$ cat src/rtl/ast_pkt_rr_arbiter_pkg.sv
// Shared types and helpers for the packet-granular round-robin Avalon-ST arbiter.
// Arbiter FSM states and grant-index width calculation.
package ast_arb_pkg;

  typedef enum logic {
    IDLE = 1'b0,
    BUSY = 1'b1
  } arb_state_e;

  // Width of a source index; never below one bit so a degenerate N still yields a legal vector.
  function automatic int unsigned grant_w(input int unsigned n);
    return (n < 2) ? 1 : $clog2(n);
  endfunction

endpackage

$ cat src/rtl/ast_pkt_rr_arbiter_if.sv
// Avalon-ST bundle of N_LANES parallel streams; lane k occupies slice k of every field.
// The master modport drives the payload and receives ready; the slave modport is the opposite side.
interface ast_pkt_rr_arbiter_if #(
  parameter int unsigned N_LANES   = 1,
  parameter int unsigned DATA_W    = 64,
  parameter int unsigned EMPTY_W   = 3,
  parameter int unsigned CHANNEL_W = 10
);

  logic [N_LANES*DATA_W-1:0]    data;
  logic [N_LANES-1:0]           startofpacket;
  logic [N_LANES-1:0]           endofpacket;
  logic [N_LANES-1:0]           valid;
  logic [N_LANES*EMPTY_W-1:0]   empty;
  logic [N_LANES*CHANNEL_W-1:0] channel;
  logic [N_LANES-1:0]           ready;

  modport master (
    output data,
    output startofpacket,
    output endofpacket,
    output valid,
    output empty,
    output channel,
    input  ready
  );

  modport slave (
    input  data,
    input  startofpacket,
    input  endofpacket,
    input  valid,
    input  empty,
    input  channel,
    output ready
  );

endinterface

$ cat src/rtl/ast_pkt_rr_arbiter_rr_pick.sv
// Combinational round-robin picker: rotate the request vector so the slot after last_grant
// sits at bit 0, priority-encode the lowest set bit, then rotate the index back.
module rr_pick
  import ast_arb_pkg::*;
#(
  parameter int unsigned N_SRC   = 4,
  parameter int unsigned GRANT_W = grant_w(N_SRC)
) (
  input  logic [N_SRC-1:0]   req_i,
  input  logic [GRANT_W-1:0] last_grant_i,
  output logic [GRANT_W-1:0] winner_o,
  output logic               any_o
);

  logic [GRANT_W-1:0] start_idx;
  logic [2*N_SRC-1:0] req_dbl;
  logic [N_SRC-1:0]   req_rot;
  logic [GRANT_W-1:0] offset;
  logic               found;
  logic [GRANT_W:0]   idx_sum;

  always_comb begin
    start_idx = (last_grant_i == GRANT_W'(N_SRC - 1)) ? '0 : last_grant_i + GRANT_W'(1);
    req_dbl   = {req_i, req_i};
    req_rot   = req_dbl[start_idx +: N_SRC];
  end

  always_comb begin
    offset = '0;
    found  = 1'b0;
    for (int unsigned k = 0; k < N_SRC; k++) begin
      if (!found && req_rot[k]) begin
        offset = GRANT_W'(k);
        found  = 1'b1;
      end
    end
  end

  // Rotate back with an explicit wrap so non-power-of-two N_SRC stays in range.
  always_comb begin
    idx_sum = {1'b0, start_idx} + {1'b0, offset};
    if (idx_sum >= (GRANT_W + 1)'(N_SRC)) begin
      idx_sum = idx_sum - (GRANT_W + 1)'(N_SRC);
    end
    winner_o = idx_sum[GRANT_W-1:0];
    any_o    = |req_i;
  end

endmodule

$ cat src/rtl/ast_pkt_rr_arbiter.sv
// Packet-granular round-robin arbiter: N_SRC Avalon-ST sources share one sink, grant locked
// from sop to the eop handshake. Zero-latency data mux; only grant/state/counter are registered.
module ast_pkt_rr_arbiter
  import ast_arb_pkg::*;
#(
  parameter int unsigned N_SRC     = 4,
  parameter int unsigned DATA_W    = 64,
  parameter int unsigned EMPTY_W   = 3,
  parameter int unsigned CHANNEL_W = 10,
  parameter int unsigned CNT_W     = 16
) (
  input  logic                        clk_i,
  input  logic                        srst_n_i,
  ast_pkt_rr_arbiter_if.slave         ast_src,
  ast_pkt_rr_arbiter_if.master        ast_snk,
  output logic [grant_w(N_SRC)-1:0]   grant_o,
  output logic                        busy_o,
  output logic [CNT_W-1:0]            drop_cnt_o
);

  localparam int unsigned GRANT_W = grant_w(N_SRC);

  arb_state_e         state_q, state_d;
  logic [GRANT_W-1:0] grant_q, grant_d;
  logic [GRANT_W-1:0] last_grant_q, last_grant_d;
  logic [CNT_W-1:0]   drop_cnt_q, drop_cnt_d;

  logic [N_SRC-1:0]   req;
  logic [N_SRC-1:0]   orphan;
  logic [N_SRC-1:0]   src_ready;
  logic [GRANT_W-1:0] winner;
  logic               any_req;
  logic [CNT_W:0]     orphan_cnt;
  logic [CNT_W:0]     drop_sum;

  logic [DATA_W-1:0]    sel_data;
  logic                 sel_sop;
  logic                 sel_eop;
  logic                 sel_valid;
  logic [EMPTY_W-1:0]   sel_empty;
  logic [CHANNEL_W-1:0] sel_channel;
  logic                 snk_valid;

  assign req    = ast_src.valid & ast_src.startofpacket;
  assign orphan = ast_src.valid & ~ast_src.startofpacket;

  rr_pick #(
    .N_SRC   (N_SRC),
    .GRANT_W (GRANT_W)
  ) u_pick (
    .req_i        (req),
    .last_grant_i (last_grant_q),
    .winner_o     (winner),
    .any_o        (any_req)
  );

  always_comb begin
    sel_data    = '0;
    sel_sop     = 1'b0;
    sel_eop     = 1'b0;
    sel_valid   = 1'b0;
    sel_empty   = '0;
    sel_channel = '0;
    for (int unsigned k = 0; k < N_SRC; k++) begin
      if (grant_q == GRANT_W'(k)) begin
        sel_data    = ast_src.data[k*DATA_W +: DATA_W];
        sel_sop     = ast_src.startofpacket[k];
        sel_eop     = ast_src.endofpacket[k];
        sel_valid   = ast_src.valid[k];
        sel_empty   = ast_src.empty[k*EMPTY_W +: EMPTY_W];
        sel_channel = ast_src.channel[k*CHANNEL_W +: CHANNEL_W];
      end
    end
  end

  // Several sources may orphan in the same cycle; add them all, then clamp at all-ones.
  always_comb begin
    orphan_cnt = '0;
    for (int unsigned k = 0; k < N_SRC; k++) begin
      orphan_cnt = orphan_cnt + (CNT_W + 1)'(orphan[k]);
    end
    drop_sum = {1'b0, drop_cnt_q} + orphan_cnt;
  end

  always_comb begin
    state_d      = state_q;
    grant_d      = grant_q;
    last_grant_d = last_grant_q;
    drop_cnt_d   = drop_cnt_q;
    src_ready    = '0;
    snk_valid    = 1'b0;
    case (state_q)
      IDLE: begin
        src_ready  = orphan;
        drop_cnt_d = drop_sum[CNT_W] ? '1 : drop_sum[CNT_W-1:0];
        if (any_req) begin
          grant_d      = winner;
          last_grant_d = winner;
          state_d      = BUSY;
        end
      end
      BUSY: begin
        snk_valid = sel_valid;
        for (int unsigned k = 0; k < N_SRC; k++) begin
          if (grant_q == GRANT_W'(k)) begin
            src_ready[k] = ast_snk.ready;
          end
        end
        if (sel_valid && ast_snk.ready && sel_eop) begin
          state_d = IDLE;
        end
      end
    endcase
  end

  always_ff @(posedge clk_i) begin
    if (!srst_n_i) begin
      state_q      <= IDLE;
      grant_q      <= '0;
      last_grant_q <= GRANT_W'(N_SRC - 1);
      drop_cnt_q   <= '0;
    end else begin
      state_q      <= state_d;
      grant_q      <= grant_d;
      last_grant_q <= last_grant_d;
      drop_cnt_q   <= drop_cnt_d;
    end
  end

  assign ast_src.ready         = src_ready;
  assign ast_snk.data          = sel_data;
  assign ast_snk.startofpacket = sel_sop;
  assign ast_snk.endofpacket   = sel_eop;
  assign ast_snk.valid         = snk_valid;
  assign ast_snk.empty         = sel_empty;
  assign ast_snk.channel       = sel_channel;

  assign grant_o    = grant_q;
  assign busy_o     = (state_q == BUSY);
  assign drop_cnt_o = drop_cnt_q;

endmodule

$ cat src/flat_wrapper.sv
// flat-port wrapper written by rule: the top's interface ports become plain ports
module ast_pkt_rr_arbiter_flat import ast_arb_pkg::*;
#(
  parameter int unsigned N_SRC     = 4,
  parameter int unsigned DATA_W    = 64,
  parameter int unsigned EMPTY_W   = 3,
  parameter int unsigned CHANNEL_W = 10,
  parameter int unsigned CNT_W     = 16
)
  (clk_i, srst_n_i, grant_o, busy_o, drop_cnt_o, ast_src_data, ast_src_startofpacket, ast_src_endofpacket, ast_src_valid, ast_src_empty, ast_src_channel, ast_src_ready, ast_snk_data, ast_snk_startofpacket, ast_snk_endofpacket, ast_snk_valid, ast_snk_empty, ast_snk_channel, ast_snk_ready);
  ast_pkt_rr_arbiter_if #(.N_LANES((4)), .DATA_W(DATA_W), .EMPTY_W(EMPTY_W), .CHANNEL_W(CHANNEL_W)) ast_src_i ();
  ast_pkt_rr_arbiter_if #(.N_LANES(1), .DATA_W(DATA_W), .EMPTY_W(EMPTY_W), .CHANNEL_W(CHANNEL_W)) ast_snk_i ();
  input  logic clk_i;
  input  logic srst_n_i;
  output logic [grant_w(N_SRC)-1:0] grant_o;
  output logic busy_o;
  output logic [CNT_W-1:0] drop_cnt_o;
  input wire logic [$bits(ast_src_i.data)-1:0] ast_src_data;
  input wire logic [$bits(ast_src_i.startofpacket)-1:0] ast_src_startofpacket;
  input wire logic [$bits(ast_src_i.endofpacket)-1:0] ast_src_endofpacket;
  input wire logic [$bits(ast_src_i.valid)-1:0] ast_src_valid;
  input wire logic [$bits(ast_src_i.empty)-1:0] ast_src_empty;
  input wire logic [$bits(ast_src_i.channel)-1:0] ast_src_channel;
  output wire logic [$bits(ast_src_i.ready)-1:0] ast_src_ready;
  output wire logic [$bits(ast_snk_i.data)-1:0] ast_snk_data;
  output wire logic [$bits(ast_snk_i.startofpacket)-1:0] ast_snk_startofpacket;
  output wire logic [$bits(ast_snk_i.endofpacket)-1:0] ast_snk_endofpacket;
  output wire logic [$bits(ast_snk_i.valid)-1:0] ast_snk_valid;
  output wire logic [$bits(ast_snk_i.empty)-1:0] ast_snk_empty;
  output wire logic [$bits(ast_snk_i.channel)-1:0] ast_snk_channel;
  input wire logic [$bits(ast_snk_i.ready)-1:0] ast_snk_ready;
  assign ast_src_i.data = ast_src_data;
  assign ast_src_i.startofpacket = ast_src_startofpacket;
  assign ast_src_i.endofpacket = ast_src_endofpacket;
  assign ast_src_i.valid = ast_src_valid;
  assign ast_src_i.empty = ast_src_empty;
  assign ast_src_i.channel = ast_src_channel;
  assign ast_src_ready = ast_src_i.ready;
  assign ast_snk_data = ast_snk_i.data;
  assign ast_snk_startofpacket = ast_snk_i.startofpacket;
  assign ast_snk_endofpacket = ast_snk_i.endofpacket;
  assign ast_snk_valid = ast_snk_i.valid;
  assign ast_snk_empty = ast_snk_i.empty;
  assign ast_snk_channel = ast_snk_i.channel;
  assign ast_snk_i.ready = ast_snk_ready;
  ast_pkt_rr_arbiter #(.N_SRC(N_SRC), .DATA_W(DATA_W), .EMPTY_W(EMPTY_W), .CHANNEL_W(CHANNEL_W), .CNT_W(CNT_W)) u_core (.clk_i(clk_i), .srst_n_i(srst_n_i), .ast_src(ast_src_i), .ast_snk(ast_snk_i), .grant_o(grant_o), .busy_o(busy_o), .drop_cnt_o(drop_cnt_o));
endmodule
$ cat config.mk
export PLATFORM = sky130hd
export DESIGN_NAME = ast_pkt_rr_arbiter_flat
export DESIGN_NICKNAME = d
export VERILOG_FILES = /design/src/rtl/ast_pkt_rr_arbiter_pkg.sv /design/src/rtl/ast_pkt_rr_arbiter_if.sv /design/src/rtl/ast_pkt_rr_arbiter_rr_pick.sv /design/src/rtl/ast_pkt_rr_arbiter.sv /design/src/flat_wrapper.sv
export SDC_FILE = /design/constraint.sdc
export NUM_CORES = 1
export LEC_CHECK = 0
export CAP_MARGIN = 20
export CORE_AREA = 8 8 160 162
export DETAILED_ROUTE_END_ITERATION = 10
export DIE_AREA = 0 0 168 170
export MAX_ROUTING_LAYER = met4
export PLACE_DENSITY_LB_ADDON = 0.3
export SYNTH_ARGS = -nofsm -noshare
export SYNTH_HDL_FRONTEND = slang
export SYNTH_HIERARCHICAL = 1
export SYNTH_SLANG_ARGS = --single-unit
$ cat constraint.sdc
create_clock -name clk_i -period 4.1 [get_ports clk_i]
set_clock_uncertainty 0.15 [all_clocks]
set_input_delay 1.23 -clock clk_i [delete_from_list [all_inputs] [get_ports clk_i]]
set_output_delay 1.23 -clock clk_i [all_outputs]
set_load 0.01 [all_outputs]
==> impl_metrics.toml, run 1 <==
[finish]
finalNonFillerCells = 971
design_area_sq_mm = 0.00807
drive_gt1_frac = 0.185
finalNetCount = 1004
area_delta_synth_final_pct = 152
layout_commonest_cell = "clkdlybuf4s50_1"
final_cell_mix = "411 x clkdlybuf4s50_1, 80 x mux4_2, 19 x dfxtp_1, 16 x nand2_1, 13 x buf_4"
nFillCells = 2254

[cts]
clkTransAtPathRegs_ns = 0.06
clk_path_buf_depth = 2
worstSkewPairLatency_ns = 0.25
numCtsBuffers = 3
htreeDepth = 1
ctsRootBufferMaster = "clkbuf_16"
cts_tree = "yes"
clock_sinks = 21

[pwr]
peakVddDrop_uv = 186
p_leak_nw = 2.79
powerDensity_mw_per_mm2 = 187
p_int_mw = 1.05
seq_power_share = 0.173
combinationalPowerShare = 0.690
power_switching_mw = 0.465
switching_share = 0.308
pwr-share-clk = 0.137

[critical_path]
path_cells = "clkdlybuf4s50_1, mux4_2, clkdlybuf4s50_1"
path_buf_inv = 2
r2r_end = "u_core/drop_cnt_o[12]"
worstRegToRegCells = 11
crit_family = "buffers and inverters"
arrival_ns = 2.73
startpoint_type = "input port"
cp_slowest_stage_delay_ns = 0.55
worstSetupPathType = "in -> out"
r2r_slack_ns = 1.36
r2r_start = "u_core/drop_cnt_o[0]"
worst_ep_required_time_ns = 2.72
path_common_cell = "clkdlybuf4s50_1"
end_kind = "output pin"
slowest_stage = "clkdlybuf4s50_1"
cp_max_fo = 1

[routing]
drc = 0
wl_um = 25700
ant_nets = 0
first_pass_iters = 4
wl_per_cell_um = 26.5
vias = 4331
viasPerCell = 4.46
drt_iter0_drc = 267

[die]
ios = 426
die_h_um = 170
dieArea_sq_mm = 0.0286
die_x_um = 168
core-area_sq_mm = 0.0231
floorplan.initialDensity = 0.139
rows = 56

[synth]
netlist_area_sq_mm = 0.00320
synth_area_leaders = "mux4_2 56%, dfxtp_1 13%, a21oi_2 2.7%, fa_1 1.9%, nand2_1 1.9%"
mappedNetlistNets = 575
synth_edf_count = 0
yosysTopAreaCell = "mux4_2"
ys.flop_type = "dfxtp_1"
ys_ff_latch = 21
synthCells = 247
synthArstFlopShare = 0
synth-seq-area-share = 0.131
yosys_warnings = 6
yosysTopAreaCellShare = 0.563
synth_cell_types = 52
syn_avg_cell_area_sq_um = 13.0

[sta]
worst_slack_ns = -0.0149
max_slew.worst_pin.slew_ns = 0.675
fin_crit_sh = 1.00
slew_violations = 0
grt_setup_unrepaired = "false"
period_needed_ns = 4.11
whs_ns = 0.344
setup_viol = 1
relSlewSlack = 0.547
max_freq_mhz = 243
finalHoldViolations = 0

[min_path]
hold_end = "u_core/last_grant_q[1]"
hold_class = "reg -> reg"
hp-start = "u_core/last_grant_q[1]"
hold_depth = 2

[placed_design]
placedCellCount = 960
place_congestion = 0.957
place_area_sq_mm = 0.00796
portBuffers = 425
hpwl_um = 22900

[status]
status = "finished with violations"
violations = "setup timing"

[global_routing]
antenna_found_initial = 6
grt_pass1_vias = 4547
grt_pass1_wl_um = 34500
grt_overflow = 0
grt_max_degree = 40
grt_usage = 0.171

[run]
maxCapViolCount = 0
[metrics by stage]
step           utilization  setup WS (ns)  power [mW]  TNS, ns
6_report             0.350        -0.0149        1.51  -0.0149
5_1_grt              0.350        0.00713        1.59        0
4_1_cts              0.349        0.00258        1.52        0
3_5_place_dp         0.345         -0.220        1.32    -3.01
3_3_place_gp         0.345         -0.168        1.32    -2.41
2_1_floorplan            -          0.384       0.633        0
[power by group through the flow]
stage | combinational (mW) | clock (mW) | sequential, mW
floorplan | 0.399 | 0 | 0.234
global placement | 1.05 | 0 | 0.268
detailed placement | 1.05 | 0 | 0.268
global route | 1.10 | 0.220 | 0.267
finish | 1.04 | 0.206 | 0.262
CTS | 1.05 | 0.209 | 0.263
[synth_stat cells (2+ instances only)]
master     count
ha_1           2
and2_1         6
nand2b_1       5
inv_1          5
xnor2_1        4
a21oi_1        6
or3_1          2
fa_1           3
a21oi_2       10
clkbuf_1       9
o21ai_0        6
a31oi_1        3
buf_1          2
dfxtp_1       21
o2bb2ai_1      2
buf_2          9
nand3_1        4
o2111ai_1      3
mux4_2        80
nor3_1         3
nor2_1         6
nand2_1       16
o22ai_1        3
nor2b_1        6
xor2_1         4
[routing by layer]
layer	part of all wire	track usage	vias to the layer above
met1	0.39	0.198	2175
met5	0	-	-
met4	0.012	0.0221	0
li1	-	-	1929
met2	0.52	0.303	215
met3	0.081	0.0436	12
[tightest hold or removal path, cell delays in order, from the launching register on]
cell	delay [ns]
dfxtp_1	0.34
a21oi_1	0.07
nand2_1	0.06
[registers in the layout, indices dropped and copies added, names as in the netlist]
signal and flops:
u_core/busy_o 1, u_core/drop_cnt_o 16, u_core/last_grant_q 2, u_core/grant_o 2
[area by class of cell]
| cell class | count | area (sq um) | share of cell area |
|---|---|---|---|
| Clock inverter | 1 | 5.00 | 0.000620 |
| Clock buffer | 3 | 75.1 | 0.00930 |
| Multi-Input combinational cell | 199 | 2670 | 0.330 |
| Sequential cell | 21 | 428 | 0.0530 |
| Antenna cell | 6 | 15.0 | 0.00186 |
| Timing Repair Buffer | 445 | 4500 | 0.557 |
| Inverter | 6 | 22.5 | 0.00279 |
| Tap cell | 290 | 363 | 0.0449 |
[logic make-up (layout without fill, tap and decap cells)]
group                    Yosys count  after routing  synth area share
AO/OA/AOI/OAI                     44             44             0.102
flip-flops                        21             21             0.131
adder cells (fa/ha/maj)            5              5            0.0266
XOR/XNOR                           8              8            0.0219
AND/OR/NAND/NOR                   61             61             0.115
other                              0              6                 0
buffers and inverters             27            455            0.0375
multiplexers                      81             81             0.566
[how the worst max path moves through the flow]
stage	cells past startpoint	start	to	slack, ns
after global placement	12	ast_src_startofpacket[2]	u_core/drop_cnt_o[13]	-0.17
after global routing	3	ast_src_data[60]	ast_snk_data[60]	0.007
final	3	ast_src_data[60]	ast_snk_data[60]	-0.01
after detailed placement	12	ast_src_valid[2]	u_core/drop_cnt_o[13]	-0.22
after floorplan	11	ast_src_valid[2]	u_core/drop_cnt_o[0]	0.38
after CTS	3	ast_src_data[250]	ast_snk_data[58]	0.003
[repair_timing]
action                     in CTS  in global routing
pin swaps                       0                  1
hold endpoints to repair        0                  0
buffers inserted                0                  1
gates resized for setup        10                  6
hold buffers                    0                  0
setup endpoints to repair       8                 19
No activity file was read; power rests on OpenSTA's default activity.
==> run 2: changes to the inputs <==
- CORE_AREA: 8 8 160 162 -> 8 8 161 163
- DIE_AREA: 0 0 168 170 -> 0 0 169 171
- SLEW_MARGIN: default -> 10
- SYNTH_HIERARCHICAL: 1 -> default
==> run 2 against run 1 <==
Compared with the run above:
- the flow now finishes without violations
- critical path type unchanged
- sequential power rose by 11%
- critical endpoint is now ast_snk_data[62]
- setup slack better by 0.018 ns
- sequential cell count stayed put
- highest routed layer unchanged
==> impl_metrics.toml, run 2 <==
[status]
status = "completed"

[pwr]
powerDensity_mw_per_mm2 = 254
power_switching_mw = 0.716
seq_power_share = 0.140
p_int_mw = 1.36
switching_share = 0.344
pwr-share-clk = 0.105
combinationalPowerShare = 0.755
p_leak_nw = 2.84
peakVddDrop_uv = 157

[cts]
worstSkewPairLatency_ns = 0.26
hold_buffers = 0
ctsRootBufferMaster = "clkbuf_16"
clock_sinks = 21
cts_tree = "yes"
clkTransAtPathRegs_ns = 0.06
clk_path_buf_depth = 2
htreeDepth = 1
numCtsBuffers = 3

[placed_design]
place_area_sq_mm = 0.00802
dp_slack_ns = -0.536
portBuffers = 425
hpwl_um = 23900
place_congestion = 0.912

[finish]
drive_gt1_frac = 0.196
layout_commonest_cell = "clkdlybuf4s50_1"
final_cell_mix = "409 x clkdlybuf4s50_1, 80 x mux4_2, 27 x buf_4, 19 x dfxtp_1, 15 x nand2_1"
nFillCells = 2343
area_delta_synth_final_pct = 152
largest_register_ffs = 16
seq_area_sq_um = 428
finalNetCount = 1021
design_area_sq_mm = 0.00820
multi_input_area_sq_mm = 0.00276

[global_routing]
grt_max_degree = 39
grt_overflow = 0
grt_usage = 0.175
grt_pass1_vias = 4671
grt_pass1_wl_um = 35600
antenna_found_initial = 8

[sta]
slew_violations = 0
grt_setup_unrepaired = "false"
period_needed_ns = 4.10
finalHoldViolations = 0
max_freq_mhz = 244
max_slew.worst_pin.slew_ns = 0.573
relSlewSlack = 0.618
worst_slack_ns = 0.00317
whs_ns = 0.331
fin_crit_sh = 0.999
setup_viol = 0

[die]
die_x_um = 169
die_h_um = 171
rows = 56
dieArea_sq_mm = 0.0289
ios = 426
core-area_sq_mm = 0.0233
floorplan.initialDensity = 0.140

[synth]
yosysTopAreaCell = "mux4_2"
yosys_warnings = 0
synth_cell_types = 46
netlist_area_sq_mm = 0.00325
yosysTopAreaCellShare = 0.554
synth-seq-area-share = 0.129
syn_avg_cell_area_sq_um = 12.9
synthArstFlopShare = 0
synth.most_common_cell = "mux4_2"
ys.flop_type = "dfxtp_1"
synth_edf_count = 0
synth_area_leaders = "mux4_2 55%, dfxtp_1 13%, ha_1 2.7%, a21oi_1 2.2%, nand2_1 1.7%"
mappedNetlistNets = 585
ys_ff_latch = 21
synthCells = 253
synthTopCellsByCount = "80 x mux4_2, 21 x dfxtp_1, 15 x nand2_1"

[critical_path]
end_kind = "output pin"
cp_max_fo = 1
worst_ep_required_time_ns = 2.72
path_buf_inv = 2
startpoint_type = "input port"
crit_family = "buffers and inverters"
worstSetupPathType = "in -> out"
arrival_ns = 2.72
cp_slowest_stage_delay_ns = 0.52
path_cells = "clkdlybuf4s50_1, mux4_2, clkdlybuf4s50_1"
path_common_cell = "clkdlybuf4s50_1"
slowest_stage = "mux4_2"

[min_path]
hold_class = "reg -> reg"

[routing]
vias = 4319
drt_iter0_drc = 213
ant_nets = 0
wl_um = 26600
viasPerCell = 4.25
drc = 0
first_pass_iters = 4
wl_per_cell_um = 26.2

[run]
maxCapViolCount = 0
run 2: cell count changes after synthesis, sizes merged, moves of 3 or more:
| cell | before | now |
|---|---|---|
| and2 | 6 | 2 |
| and3 | 2 | 5 |
| ha | 2 | 7 |
| inv | 5 | 2 |
| mux2i | 1 | 5 |
| nand2b | 5 | 2 |
| nand3 | 5 | 10 |
| nor3 | 3 | 7 |
| nor4b | 0 | 3 |
| o2111ai | 3 | 0 |
| o22ai | 3 | 0 |
| xor2 | 4 | 0 |
run 2: worst paths after layout:
kind | slack, ns | depth (start not counted) | to | from
max reg2reg | 1.59 | 8 | u_core.drop_cnt_o[10] | u_core.drop_cnt_o[0]
max | 0.003 | 3 | ast_snk_data[62] | ast_src_data[62]
min | 0.33 | 2 | u_core.last_grant_q[1] | u_core.last_grant_q[1]
min reg2reg | 0.33 | 2 | u_core.last_grant_q[1] | u_core.last_grant_q[1]
run 2: layer usage:
layer | vias up | share of wire | global-route usage
met5 | - | 0 | -
met4 | 0 | 0.015 | 0.0473
met3 | 16 | 0.075 | 0.0500
met2 | 191 | 0.53 | 0.307
met1 | 2136 | 0.38 | 0.192
li1 | 1976 | - | -
run 2: power groups by stage:
stage                     logic [mW]  registers, mW  clock network [mW]
after CTS                       1.59          0.294               0.225
final                           1.57          0.290               0.219
after global placement          1.59          0.301                   0
after floorplan                0.707          0.240                   0
after global routing            1.67          0.299               0.231
after detailed placement        1.58          0.299                   0
run 2: cell families after synthesis:
family                     share of synthesized area
AOI/OAI and AO/OA                             0.0850
and+or+nand+nor                                0.123
buffers and inverters                         0.0354
xor gates and xnor gates                      0.0162
adders and majority gates                     0.0423
muxes                                          0.569
DFF                                            0.129
run 2: what timing repair did:
action / CTS / global route
pin swaps: 3 / 3
gates resized for setup: 17 / 8
setup endpoints to repair: 23 / 12
buffers inserted: 4 / 1
run 2: layout make-up:
| cell class | count | share of cell area |
|---|---|---|
| sequential | 21 | 0.0522 |
| timing repair buffer | 453 | 0.548 |
| inverter | 3 | 0.00137 |
| antenna | 9 | 0.00275 |
| tap | 319 | 0.0487 |
| multi-input combinational | 207 | 0.337 |
| clock inverter | 1 | 0.000916 |
| clock buffer | 3 | 0.00916 |
run 2: per-stage QoR:
| stage | TNS [ns] | total power, mW | std cells | util |
|---|---|---|---|---|
| 3_3_place_gp | -6.81 | 1.89 | 998 | 0.345 |
| 2_1_floorplan | 0 | 0.947 | 253 | - |
| 6_report | 0 | 2.08 | 1016 | 0.352 |
| 5_1_grt | 0 | 2.20 | 1015 | 0.352 |
| 3_5_place_dp | -7.40 | 1.88 | 998 | 0.345 |
| 4_1_cts | 0 | 2.11 | 1006 | 0.350 |
run 2: tightest hold or removal path, stage by stage (launching register included):
cell and delay (ns):
dfxtp_1 0.33, a21oi_1 0.06, o21ai_0 0.06
==> run 3: changes to the inputs <==
- CELL_PAD_IN_SITES_DETAIL_PLACEMENT: default -> 1
- CELL_PAD_IN_SITES_GLOBAL_PLACEMENT: default -> 2
- CORE_AREA: 8 8 161 163 -> default
- CORE_ASPECT_RATIO: default -> 0.75
- CORE_MARGIN: default -> 8
- CORE_UTILIZATION: default -> 12
- DIE_AREA: 0 0 169 171 -> default
- SLEW_MARGIN: 10 -> 20
==> run 3 against run 2 <==
Compared with the run above:
- fmax is 0.36% higher
- cell count up 3.7%
- register-to-register slack lost 0.15 ns
- highest routed layer unchanged
- critical path type unchanged
- via count increased by 3.8%
- critical endpoint is now ast_snk_data[9]
- wire length rose by 17%
- largest power group unchanged
- power up 2.5%
==> impl_metrics.toml, run 3 (synthesis gave the netlist of run 2 again) <==
[cts]
ctsRootBufferMaster = "clkbuf_16"
hold_buffers = 0
clk_path_buf_depth = 2
clock_sinks = 21
cts_tree = "yes"
worstSkewPairLatency_ns = 0.26
htreeDepth = 1
clkTransAtPathRegs_ns = 0.06
numCtsBuffers = 3

[routing]
wl_um = 31200
vias = 4485
viasPerCell = 4.26
drt_iter0_drc = 223
drc = 0
first_pass_iters = 4
wl_per_cell_um = 29.6
ant_nets = 0

[critical_path]
end_kind = "output pin"
startpoint_type = "input port"
cp_max_fo = 1
path_cells = "clkdlybuf4s50_1, mux4_2, clkdlybuf4s50_1"
worst_ep_required_time_ns = 2.72
slowest_stage = "clkdlybuf4s50_1"
r2r_slack_ns = 1.44
cp_slowest_stage_delay_ns = 0.56
arrival_ns = 2.70
worstSetupPathType = "in -> out"
path_common_cell = "clkdlybuf4s50_1"

[global_routing]
antenna_found_initial = 9
grt_pass1_vias = 4988
grt_overflow = 0
grt_max_degree = 40
grt_pass1_wl_um = 40600
grt_usage = 0.180

[finish]
drive_gt1_frac = 0.207
design_area_sq_mm = 0.00835
finalNonFillerCells = 1054
nFillCells = 2974
finalNetCount = 1028
largest_register_ffs = 16
area_delta_synth_final_pct = 157
multi_input_area_sq_mm = 0.00279
final_cell_mix = "394 x clkdlybuf4s50_1, 80 x mux4_2, 31 x buf_4, 20 x dlygate4sd2_1, 19 x dfxtp_1"
seq_area_sq_um = 428
layout_commonest_cell = "clkdlybuf4s50_1"

[sta]
period_needed_ns = 4.08
slew_violations = 0
fin_crit_sh = 0.996
setup_viol = 0
whs_ns = 0.342
max_slew.worst_pin.slew_ns = 0.749
max_freq_mhz = 245
relSlewSlack = 0.501
finalHoldViolations = 0
setup-tns-final_ns = 0

[min_path]
hold_class = "reg -> reg"

[die]
dieArea_sq_mm = 0.0327
die_h_um = 159
ios = 426
rows = 52
core-area_sq_mm = 0.0268
floorplan.initialDensity = 0.121
die_x_um = 206

[pwr]
seq_power_share = 0.145
powerDensity_mw_per_mm2 = 255
p_int_mw = 1.37
pwr-share-clk = 0.102
switching_share = 0.359
p_leak_nw = 2.93
peakVddDrop_uv = 161
power_switching_mw = 0.766
combinationalPowerShare = 0.754
power.total_mw = 2.13

[placed_design]
place_area_sq_mm = 0.00815
portBuffers = 425
hpwl_um = 28200
placedCellCount = 1038
place_congestion = 0.939

[status]
status = "completed"

[run]
maxCapViolCount = 0
## run 3: cell count changes in the layout (fill, tap and decap cells not counted), sizes merged
cell	previous run	this run
clkdlybuf4s50	409	394
buf	30	37
clkdlybuf4s15	0	1
inv	2	3
dlygate4sd2	8	20
clkbuf	4	3
dlymetal6s2s	5	8
diode	9	8
clkinvlp	1	0
## run 3: power groups by stage
stage / Combinational, mW / Sequential (mW) / Clock, mW
after floorplan: 0.707 / 0.240 / 0
after global placement: 1.63 / 0.316 / 0
after detailed placement: 1.65 / 0.318 / 0
after CTS: 1.64 / 0.314 / 0.223
after global routing: 1.70 / 0.319 / 0.234
final: 1.61 / 0.308 / 0.217
## run 3: critical path: cells and delay by family
kind     cells  cell delay [ns]
mux          1             0.47
buf+inv      2             1.00
## run 3: layer usage
layer,vias to the layer above,track usage,share of wire
li1,1995,-,-
met1,2255,0.212,0.39
met2,217,0.317,0.53
met3,18,0.0409,0.069
met4,0,0.0287,0.015
met5,-,-,0
## run 3: metrics by stage
| step | setup slack, ns | util |
|---|---|---|
| floorplan | 0.269 | - |
| global placement | -0.502 | 0.304 |
| detailed placement | -0.611 | 0.304 |
| CTS | -0.0475 | 0.308 |
| global route | -0.0108 | 0.311 |
| finish | 0.0180 | 0.311 |
## run 3: final timing paths
path                        start                     to  depth (start not counted)
max             ast_src_data[137]        ast_snk_data[9]                          3
min          u_core.drop_cnt_o[2]   u_core.drop_cnt_o[2]                          2
max reg2reg  u_core.drop_cnt_o[0]  u_core.drop_cnt_o[10]                          8
min reg2reg  u_core.drop_cnt_o[2]   u_core.drop_cnt_o[2]                          2
## run 3: what timing repair did
item                                    4_1_cts  5_1_grt
pin swaps                                     2        4
resized for setup                            30       15
buffers inserted                              3        2
endpoints found under the setup margin       36       21
## run 3: cell type report
class,count,area share
Multi-Input combinational cell,207,0.334
Clock buffer,3,0.00899
Timing Repair Buffer,460,0.549
Clock inverter,1,0.000749
Inverter,3,0.00135
Sequential cell,21,0.0513
Tap cell,351,0.0526
Antenna cell,8,0.00240
